[config.mk]
export PLATFORM = sky130hd
export DESIGN_NAME = cisc_control_unit_flat
export DESIGN_NICKNAME = d
export VERILOG_FILES = /design/src/rtl/cisc_control_unit_pkg.sv /design/src/rtl/cisc_control_unit_if.sv /design/src/rtl/cisc_control_unit_mem_wait_timer.sv /design/src/rtl/cisc_control_unit.sv /design/src/flat_wrapper.sv
export SDC_FILE = /design/constraint.sdc
export NUM_CORES = 1
export LEC_CHECK = 0
export BUFFER_PORTS_ARGS = -buffer_cell sky130_fd_sc_hd__buf_4
export CAP_MARGIN = 25
export CORE_UTILIZATION = 30
export CTS_CLUSTER_SIZE = 14
export DETAILED_ROUTE_END_ITERATION = 8
export PLACE_DENSITY_LB_ADDON = 0.25
export SLEW_MARGIN = 20
export SYNTH_ARGS = -nofsm -noshare
export SYNTH_HDL_FRONTEND = slang
export SYNTH_SLANG_ARGS = --single-unit
[constraint.sdc]
create_clock -name clk -period 4.2 [get_ports clk]
set_input_delay 0.42 -clock clk [delete_from_list [all_inputs] [get_ports clk]]
set_output_delay 0.42 -clock clk [all_outputs]
set_load 0.01 [all_outputs]
[src/rtl/cisc_control_unit_pkg.sv]
// Shared types for the CISC control unit: FSM states, opcodes and the
// datapath control-word layout.
package cisc_control_unit_pkg;

  typedef enum logic [3:0] {
    RST    = 4'd0,
    FETCH  = 4'd1,
    DECODE = 4'd2,
    ALU    = 4'd3,
    ADDR   = 4'd4,
    MRD    = 4'd5,
    MWR    = 4'd6,
    IMM    = 4'd7,
    JMP    = 4'd8,
    JC     = 4'd9,
    HALT   = 4'd10
  } state_t;

  localparam logic [3:0] OP_NOP  = 4'd0;
  localparam logic [3:0] OP_ALU  = 4'd1;
  localparam logic [3:0] OP_LD   = 4'd2;
  localparam logic [3:0] OP_ST   = 4'd3;
  localparam logic [3:0] OP_LDI  = 4'd4;
  localparam logic [3:0] OP_JMP  = 4'd5;
  localparam logic [3:0] OP_JC   = 4'd6;
  localparam logic [3:0] OP_HALT = 4'd7;

  localparam logic [3:0] FUN_PASSA = 4'h0;

  localparam logic [1:0] PC_SEL_DATA = 2'd0;
  localparam logic [1:0] PC_SEL_ZERO = 2'd2;
  localparam logic [1:0] PC_SEL_INC  = 2'd3;

  // Field order is MSB first, so bit 31 is the top of reserved and bit 0 is load_ir.
  typedef struct packed {
    logic [1:0] reserved;
    logic [2:0] read_addr_b;
    logic [2:0] read_addr_a;
    logic [2:0] write_addr;
    logic [1:0] select_s;
    logic       load_s;
    logic [3:0] fun;
    logic       wire_select;
    logic       write_enable;
    logic       oe_dr;
    logic       select_dr;
    logic       load_dr;
    logic       oe_ar;
    logic       select_ar;
    logic       load_ar;
    logic       oe_pcd;
    logic       oe_pca;
    logic [1:0] select_pc;
    logic       load_pc;
    logic       load_ir;
  } cw_t;

endpackage

[src/rtl/cisc_control_unit_if.sv]
// Control-unit <-> datapath/memory signal bundle. The control unit is the
// master; the datapath and memory sit on the slave side.
interface cisc_control_unit_if;
  logic [15:0] IR;
  logic        Cond;
  logic        MemReady;
  logic [31:0] ControlWord;
  logic        MemRead;
  logic        MemWrite;
  logic        Halted;
  logic        Fault;

  // MemRead/MemWrite act as valid and MemReady as ready: a request stays
  // high, unchanged, until the cycle MemReady is seen (or the wait times out).
  modport master (
    input  IR, Cond, MemReady,
    output ControlWord, MemRead, MemWrite, Halted, Fault
  );

  modport slave (
    output IR, Cond, MemReady,
    input  ControlWord, MemRead, MemWrite, Halted, Fault
  );
endinterface

[src/rtl/cisc_control_unit_mem_wait_timer.sv]
// Counts unanswered cycles of an outstanding memory request and flags the
// cycle in which the wait budget is used up.
module mem_wait_timer #(
  parameter int WAIT_LIMIT = 15
) (
  input  logic clk,
  input  logic rst_n,
  input  logic active,
  input  logic ready,
  output logic expired
);
  localparam int CNT_W = $clog2(WAIT_LIMIT + 1);

  logic [CNT_W-1:0] count;

  assign expired = active && !ready && (count == CNT_W'(WAIT_LIMIT - 1));

  // Every memory state is left on ready or expiry, so clearing here also
  // guarantees a zero count on entry to the next memory state.
  always_ff @(posedge clk or negedge rst_n) begin
    if (!rst_n) begin
      count <= '0;
    end else if (!active || ready || expired) begin
      count <= '0;
    end else begin
      count <= count + CNT_W'(1);
    end
  end
endmodule

[src/rtl/cisc_control_unit.sv]
// Microsequencer for a small CISC datapath: fetch/decode/execute FSM, the
// control-word decode for each state, and the memory-timeout fault.
module cisc_control_unit
  import cisc_control_unit_pkg::*;
#(
  parameter int WAIT_LIMIT = 15
) (
  input  logic                 clk,
  input  logic                 rst_n,
  cisc_control_unit_if.master  bus,
  output state_t               state_dbg
);

  state_t     state;
  logic       fault;
  cw_t        cw;
  logic       mem_read;
  logic       mem_write;
  logic       timeout;
  logic       jc_taken;
  logic [3:0] opcode;
  logic [2:0] rd;
  logic [2:0] ra;
  logic [2:0] rb;
  logic [2:0] sub;

  assign opcode   = bus.IR[15:12];
  assign rd       = bus.IR[11:9];
  assign ra       = bus.IR[8:6];
  assign rb       = bus.IR[5:3];
  assign sub      = bus.IR[2:0];
  assign jc_taken = bus.Cond ^ sub[2];

  mem_wait_timer #(.WAIT_LIMIT(WAIT_LIMIT)) u_mem_wait_timer (
    .clk     (clk),
    .rst_n   (rst_n),
    .active  (mem_read | mem_write),
    .ready   (bus.MemReady),
    .expired (timeout)
  );

  // Completion fields depend on MemReady/Cond in the same cycle, so the word
  // is decoded from the state register rather than pipelined behind it.
  always_comb begin
    cw        = '0;
    mem_read  = 1'b0;
    mem_write = 1'b0;
    case (state)
      RST: begin
        cw.load_pc   = 1'b1;
        cw.select_pc = PC_SEL_ZERO;
      end
      FETCH: begin
        cw.oe_pca = 1'b1;
        mem_read  = 1'b1;
        if (bus.MemReady) begin
          cw.load_ir   = 1'b1;
          cw.load_pc   = 1'b1;
          cw.select_pc = PC_SEL_INC;
        end
      end
      ALU: begin
        cw.read_addr_a  = ra;
        cw.read_addr_b  = rb;
        cw.fun          = {1'b1, sub};
        cw.write_addr   = rd;
        cw.write_enable = 1'b1;
        cw.load_s       = 1'b1;
      end
      ADDR: begin
        cw.read_addr_a = ra;
        cw.fun         = FUN_PASSA;
        cw.load_ar     = 1'b1;
        cw.select_ar   = 1'b1;
        if (opcode == OP_ST) begin
          cw.read_addr_b = rb;
          cw.load_dr     = 1'b1;
          cw.select_dr   = 1'b1;
        end
      end
      MRD: begin
        cw.oe_ar = 1'b1;
        mem_read = 1'b1;
        if (bus.MemReady) begin
          cw.wire_select  = 1'b1;
          cw.write_addr   = rd;
          cw.write_enable = 1'b1;
        end
      end
      MWR: begin
        cw.oe_ar  = 1'b1;
        cw.oe_dr  = 1'b1;
        mem_write = 1'b1;
      end
      IMM: begin
        cw.oe_pca = 1'b1;
        mem_read  = 1'b1;
        if (bus.MemReady) begin
          cw.wire_select  = 1'b1;
          cw.write_addr   = rd;
          cw.write_enable = 1'b1;
          cw.load_pc      = 1'b1;
          cw.select_pc    = PC_SEL_INC;
        end
      end
      JMP: begin
        cw.oe_pca = 1'b1;
        mem_read  = 1'b1;
        if (bus.MemReady) begin
          cw.load_pc   = 1'b1;
          cw.select_pc = PC_SEL_DATA;
        end
      end
      JC: begin
        cw.select_s = sub[1:0];
        if (jc_taken) begin
          cw.oe_pca = 1'b1;
          mem_read  = 1'b1;
          if (bus.MemReady) begin
            cw.load_pc   = 1'b1;
            cw.select_pc = PC_SEL_DATA;
          end
        end else begin
          cw.load_pc   = 1'b1;
          cw.select_pc = PC_SEL_INC;
        end
      end
      default: ;
    endcase
  end

  // Outputs are forced low while rst_n is low so an aborted access never
  // leaves a request or write enable on the bus.
  assign bus.ControlWord = rst_n ? cw : '0;
  assign bus.MemRead     = rst_n & mem_read;
  assign bus.MemWrite    = rst_n & mem_write;
  assign bus.Halted      = (state == HALT);
  assign bus.Fault       = fault;
  assign state_dbg       = state;

  always_ff @(posedge clk or negedge rst_n) begin
    if (!rst_n) begin
      state <= RST;
      fault <= 1'b0;
    end else begin
      case (state)
        RST: state <= FETCH;
        FETCH: begin
          if (timeout) begin
            state <= HALT;
            fault <= 1'b1;
          end else if (bus.MemReady) begin
            state <= DECODE;
          end
        end
        DECODE: begin
          case (opcode)
            OP_ALU:  state <= ALU;
            OP_LD:   state <= ADDR;
            OP_ST:   state <= ADDR;
            OP_LDI:  state <= IMM;
            OP_JMP:  state <= JMP;
            OP_JC:   state <= JC;
            OP_HALT: state <= HALT;
            default: state <= FETCH;
          endcase
        end
        ALU:  state <= FETCH;
        ADDR: state <= (opcode == OP_ST) ? MWR : MRD;
        MRD, MWR, IMM, JMP: begin
          if (timeout) begin
            state <= HALT;
            fault <= 1'b1;
          end else if (bus.MemReady) begin
            state <= FETCH;
          end
        end
        JC: begin
          // Cond is re-sampled while a taken jump waits on memory.
          if (!jc_taken) begin
            state <= FETCH;
          end else if (timeout) begin
            state <= HALT;
            fault <= 1'b1;
          end else if (bus.MemReady) begin
            state <= FETCH;
          end
        end
        HALT:    state <= HALT;
        default: state <= RST;
      endcase
    end
  end

endmodule

[src/flat_wrapper.sv]
// flat-port wrapper written by rule: the top's interface ports become plain ports
module cisc_control_unit_flat import cisc_control_unit_pkg::*;
#(
  parameter int WAIT_LIMIT = 15
)
  (clk, rst_n, state_dbg, bus_IR, bus_Cond, bus_MemReady, bus_ControlWord, bus_MemRead, bus_MemWrite, bus_Halted, bus_Fault);
  cisc_control_unit_if bus_i ();
  input  logic clk;
  input  logic rst_n;
  output state_t state_dbg;
  input wire logic [$bits(bus_i.IR)-1:0] bus_IR;
  input wire logic [$bits(bus_i.Cond)-1:0] bus_Cond;
  input wire logic [$bits(bus_i.MemReady)-1:0] bus_MemReady;
  output wire logic [$bits(bus_i.ControlWord)-1:0] bus_ControlWord;
  output wire logic [$bits(bus_i.MemRead)-1:0] bus_MemRead;
  output wire logic [$bits(bus_i.MemWrite)-1:0] bus_MemWrite;
  output wire logic [$bits(bus_i.Halted)-1:0] bus_Halted;
  output wire logic [$bits(bus_i.Fault)-1:0] bus_Fault;
  assign bus_i.IR = bus_IR;
  assign bus_i.Cond = bus_Cond;
  assign bus_i.MemReady = bus_MemReady;
  assign bus_ControlWord = bus_i.ControlWord;
  assign bus_MemRead = bus_i.MemRead;
  assign bus_MemWrite = bus_i.MemWrite;
  assign bus_Halted = bus_i.Halted;
  assign bus_Fault = bus_i.Fault;
  cisc_control_unit #(.WAIT_LIMIT(WAIT_LIMIT)) u_core (.clk(clk), .rst_n(rst_n), .bus(bus_i), .state_dbg(state_dbg));
endmodule
==> summary.md <==
| Metric | Value |
|---|---|
| Status | `finished clean` |
| DP HPWL | `2.364 mm` |
| Sw Share | `47.76%` |
| Max_slew headroom | `48.47%` |
| Die height | `62.31 µm` |
| Reg-to-reg slack, setup | `1.96 ns` |
| Worst-case clock buffer depth | `2` |
| P_sw | `0.3231 mW` |
| Most frequent cells in the layout | `56 x buf_4, 19 x nor2_1, 10 x a21oi_1, 10 x and2_1` |
| Register area share after synthesis | `20.64%` |
| Comb pwr share | `63.5%` |
| Clk_lat worst skew | `0.26 ns` |
| Max Cap Viol | `0` |
| Antenna diodes | `0` |
| Final setup fails | `0` |
| Gpl congestion | `0.8326` |
| Post-synthesis async set-or-reset flop share | `100.0%` |
| Vias per inst | `5.004` |
| Final Util | `44.10%` |
| Total track usage | `16.74%` |
| Power Total | `0.6764 mW` |
| F_max | `0.3487 GHz` |
| Kind of start point of the critical path | `input port` |
| Final min period | `2.868 ns` |
| Initial core utilization | `31.94%` |
| Total Nets Final | `217` |
| Final worst setup slack | `1.332 ns` |
| Largest net degree at the start of global routing | `28` |
| Area Overhead vs Synth | `38.07%` |
| Commonest non-fill, non-tap cell in the layout | `buf_4` |
| Yosys Warn Count | `0` |
| Via count of the first global-routing pass | `1157` |
| Root buffer cell | `clkbuf_4` |
| Port bufs | `56` |
| Global-route wire length before repair | `5.340 mm` |
| Top Layer Used | `met4` |
| Tightest Pin Transition | `0.7729 ns` |
| CP Capture Type | `output port` |
| FP Rows | `21` |
| Die area | `3882 µm²` |
| Maximum vdd ir drop | `192.5 µV` |
| Clock network power share | `10.0%` |
| Starting DRT DRC Count | `30` |
| Core Region | `3416 µm²` |
| Int Power | `0.3533 mW` |
| Mapped Cells | `148` |
| Period utilisation layout | `68.27%` |
| Final Skew | `0.006203 ns` |
| Share of post-route cells with drive strength above 1 | `35.05%` |
| RSZ-0062 raised after global routing | `false` |
| Synth area leader | `dfrtp_1` |
| CP Class | `in2out` |
| H-tree Lvls | `1` |
| WL met2 | `1.462 mm` |
| Routed wl met3 | `221 µm` |
| PostCTS Resize Cnt | `0` |
| Initial antenna violation count | `0` |
| IO Pins | `60` |
| Area contributors post-synth | `dfrtp_1 21%, nor2_1 6.5%, and2_1 5.7%` |
| Routed Antenna Nets | `0` |
| EDFF count, synth | `0` |
| HP Class | `reg2reg` |
| Setup Slack @ Placement | `1.825 ns` |
| Remaining Overflow, GRT | `0` |
| Top cell type's share of synthesized area | `20.64%` |
| Post-Syn Area | `1091 µm²` |
| Highest net fanout along the worst path | `17` |
| Critical Path AT | `2.45 ns` |
| WL final | `3.032 mm` |
| Yosys cell types | `45` |
| Leakage | `0.7261 nW` |
| Required @ worst endpoint | `3.78 ns` |
| Die width | `62.31 µm` |
| Post-route DRC violation count | `0` |
| #FFs+latches synth | `9` |
| Post-CTS Setup Bufs | `0` |
| WL per Instance | `12.63 µm` |
| Drt pass-1 iters | `4` |
| Setup TNS Final | `0 ns` |
| Slew Limit Fails | `0` |
| Predominant post-synthesis flop cell | `dfrtp_1` |
| Vias post-DR | `1201` |
| Clk sink count | `9` |
| Clock transition at the registers of the reported paths | `0.07 ns` |
| DRT met1 WL | `1.339 mm` |
| Post-Syn Area per Cell | `7.372 µm²` |
| Fill cells | `377` |
| CTS Buf Count | `3` |
| Sequential Power Share | `26.5%` |
| Pwr Density | `449.0 nW/µm²` |
| Final hold viol count | `0` |
| CTS tree | `done` |
cells in the mapped netlist, drive strengths merged (2+ instances only):
cell type  instances
nand2b             2
buf               11
nand3              4
o21ai             10
a21oi             10
a211oi             2
and4               3
clkbuf             6
nand4              3
or2                2
o21a               2
nor3               5
mux2i              2
nor2              19
nor2b             10
o21bai             2
xnor2              3
and2              10
and3               2
dfrtp              9
inv                4
nor3b              3
ha                 2
nand2              8
power by group through the flow:
stage	clock [mW]	sequential [mW]	combinational [mW]
2_1_floorplan	0	0.132	0.335
3_3_place_gp	0	0.176	0.425
3_5_place_dp	0	0.179	0.430
4_1_cts	0.0724	0.178	0.433
5_1_grt	0.0752	0.187	0.484
6_report	0.0675	0.179	0.429
per-layer routing:
| layer | GRT usage [%] | vias to the layer above |
|---|---|---|
| li1 | - | 597 |
| met1 | 21.20 | 557 |
| met2 | 28.30 | 45 |
| met3 | 3.493 | 2 |
| met4 | 5.233 | 0 |
| met5 | 0 | - |
final cells by class:
class	count	area, µm²	area share, %
clock buffers	3	22.52	1.495
inverters	4	15.01	0.9967
flip-flops and latches	9	225.2	14.95
clock inverters	1	5.005	0.3322
repair buffers	57	430.4	28.57
well taps	46	57.56	3.821
multi-input cells	120	750.7	49.83
kinds of logic after synthesis:
logic type | share of synthesized area [%]
XOR/XNOR | 3.212
AO/OA/AOI/OAI | 19.38
adder cells (fa/ha/maj) | 2.293
other | 0.3437
buffers and inverters | 11.24
AND/OR/NAND/NOR | 40.02
flip-flops | 20.64
multiplexers | 2.867
timing repair:
item / in CTS / in global routing
hold buffers: 1 / 0
setup endpoints to repair: 0 / 0
hold endpoints to repair: 9 / 0
sequential cells by signal (all words and copies together) (netlist names):
register / count
u_core.bus.Fault: 1
u_core.state_dbg: 4
u_core.u_mem_wait_timer.count: 4
through the flow:
step	hold WS [ns]	cells	cell area, µm²
3_3_place_gp	0.2728	235	1469
6_report	0.4921	240	1506
5_1_grt	0.5149	240	1506
3_5_place_dp	0.2804	235	1469
2_1_floorplan	0.1244	150	1099
4_1_cts	0.4985	240	1506
critical path: stages:
cell           delay (ns)
dlygate4sd3_1        0.53
buf_4                0.22
nor2b_1              0.20
nor3b_1              0.57
or2_2                0.26
and2_1               0.13
buf_4                0.11
worst paths after layout:
check / from / endpoint / cells past startpoint
worst min-delay path: u_core.bus.Fault / u_core.bus.Fault / 1
worst min register to register: u_core.bus.Fault / u_core.bus.Fault / 1
min in group asynchronous: rst_n / u_core.u_mem_wait_timer.count[0] / 2
worst max-delay path: rst_n / bus_ControlWord[22] / 7
worst max register to register: u_core.state_dbg[3] / u_core.state_dbg[1] / 5
max in group asynchronous: rst_n / u_core.u_mem_wait_timer.count[1] / 2
Power figures use the tool's default switching activity.
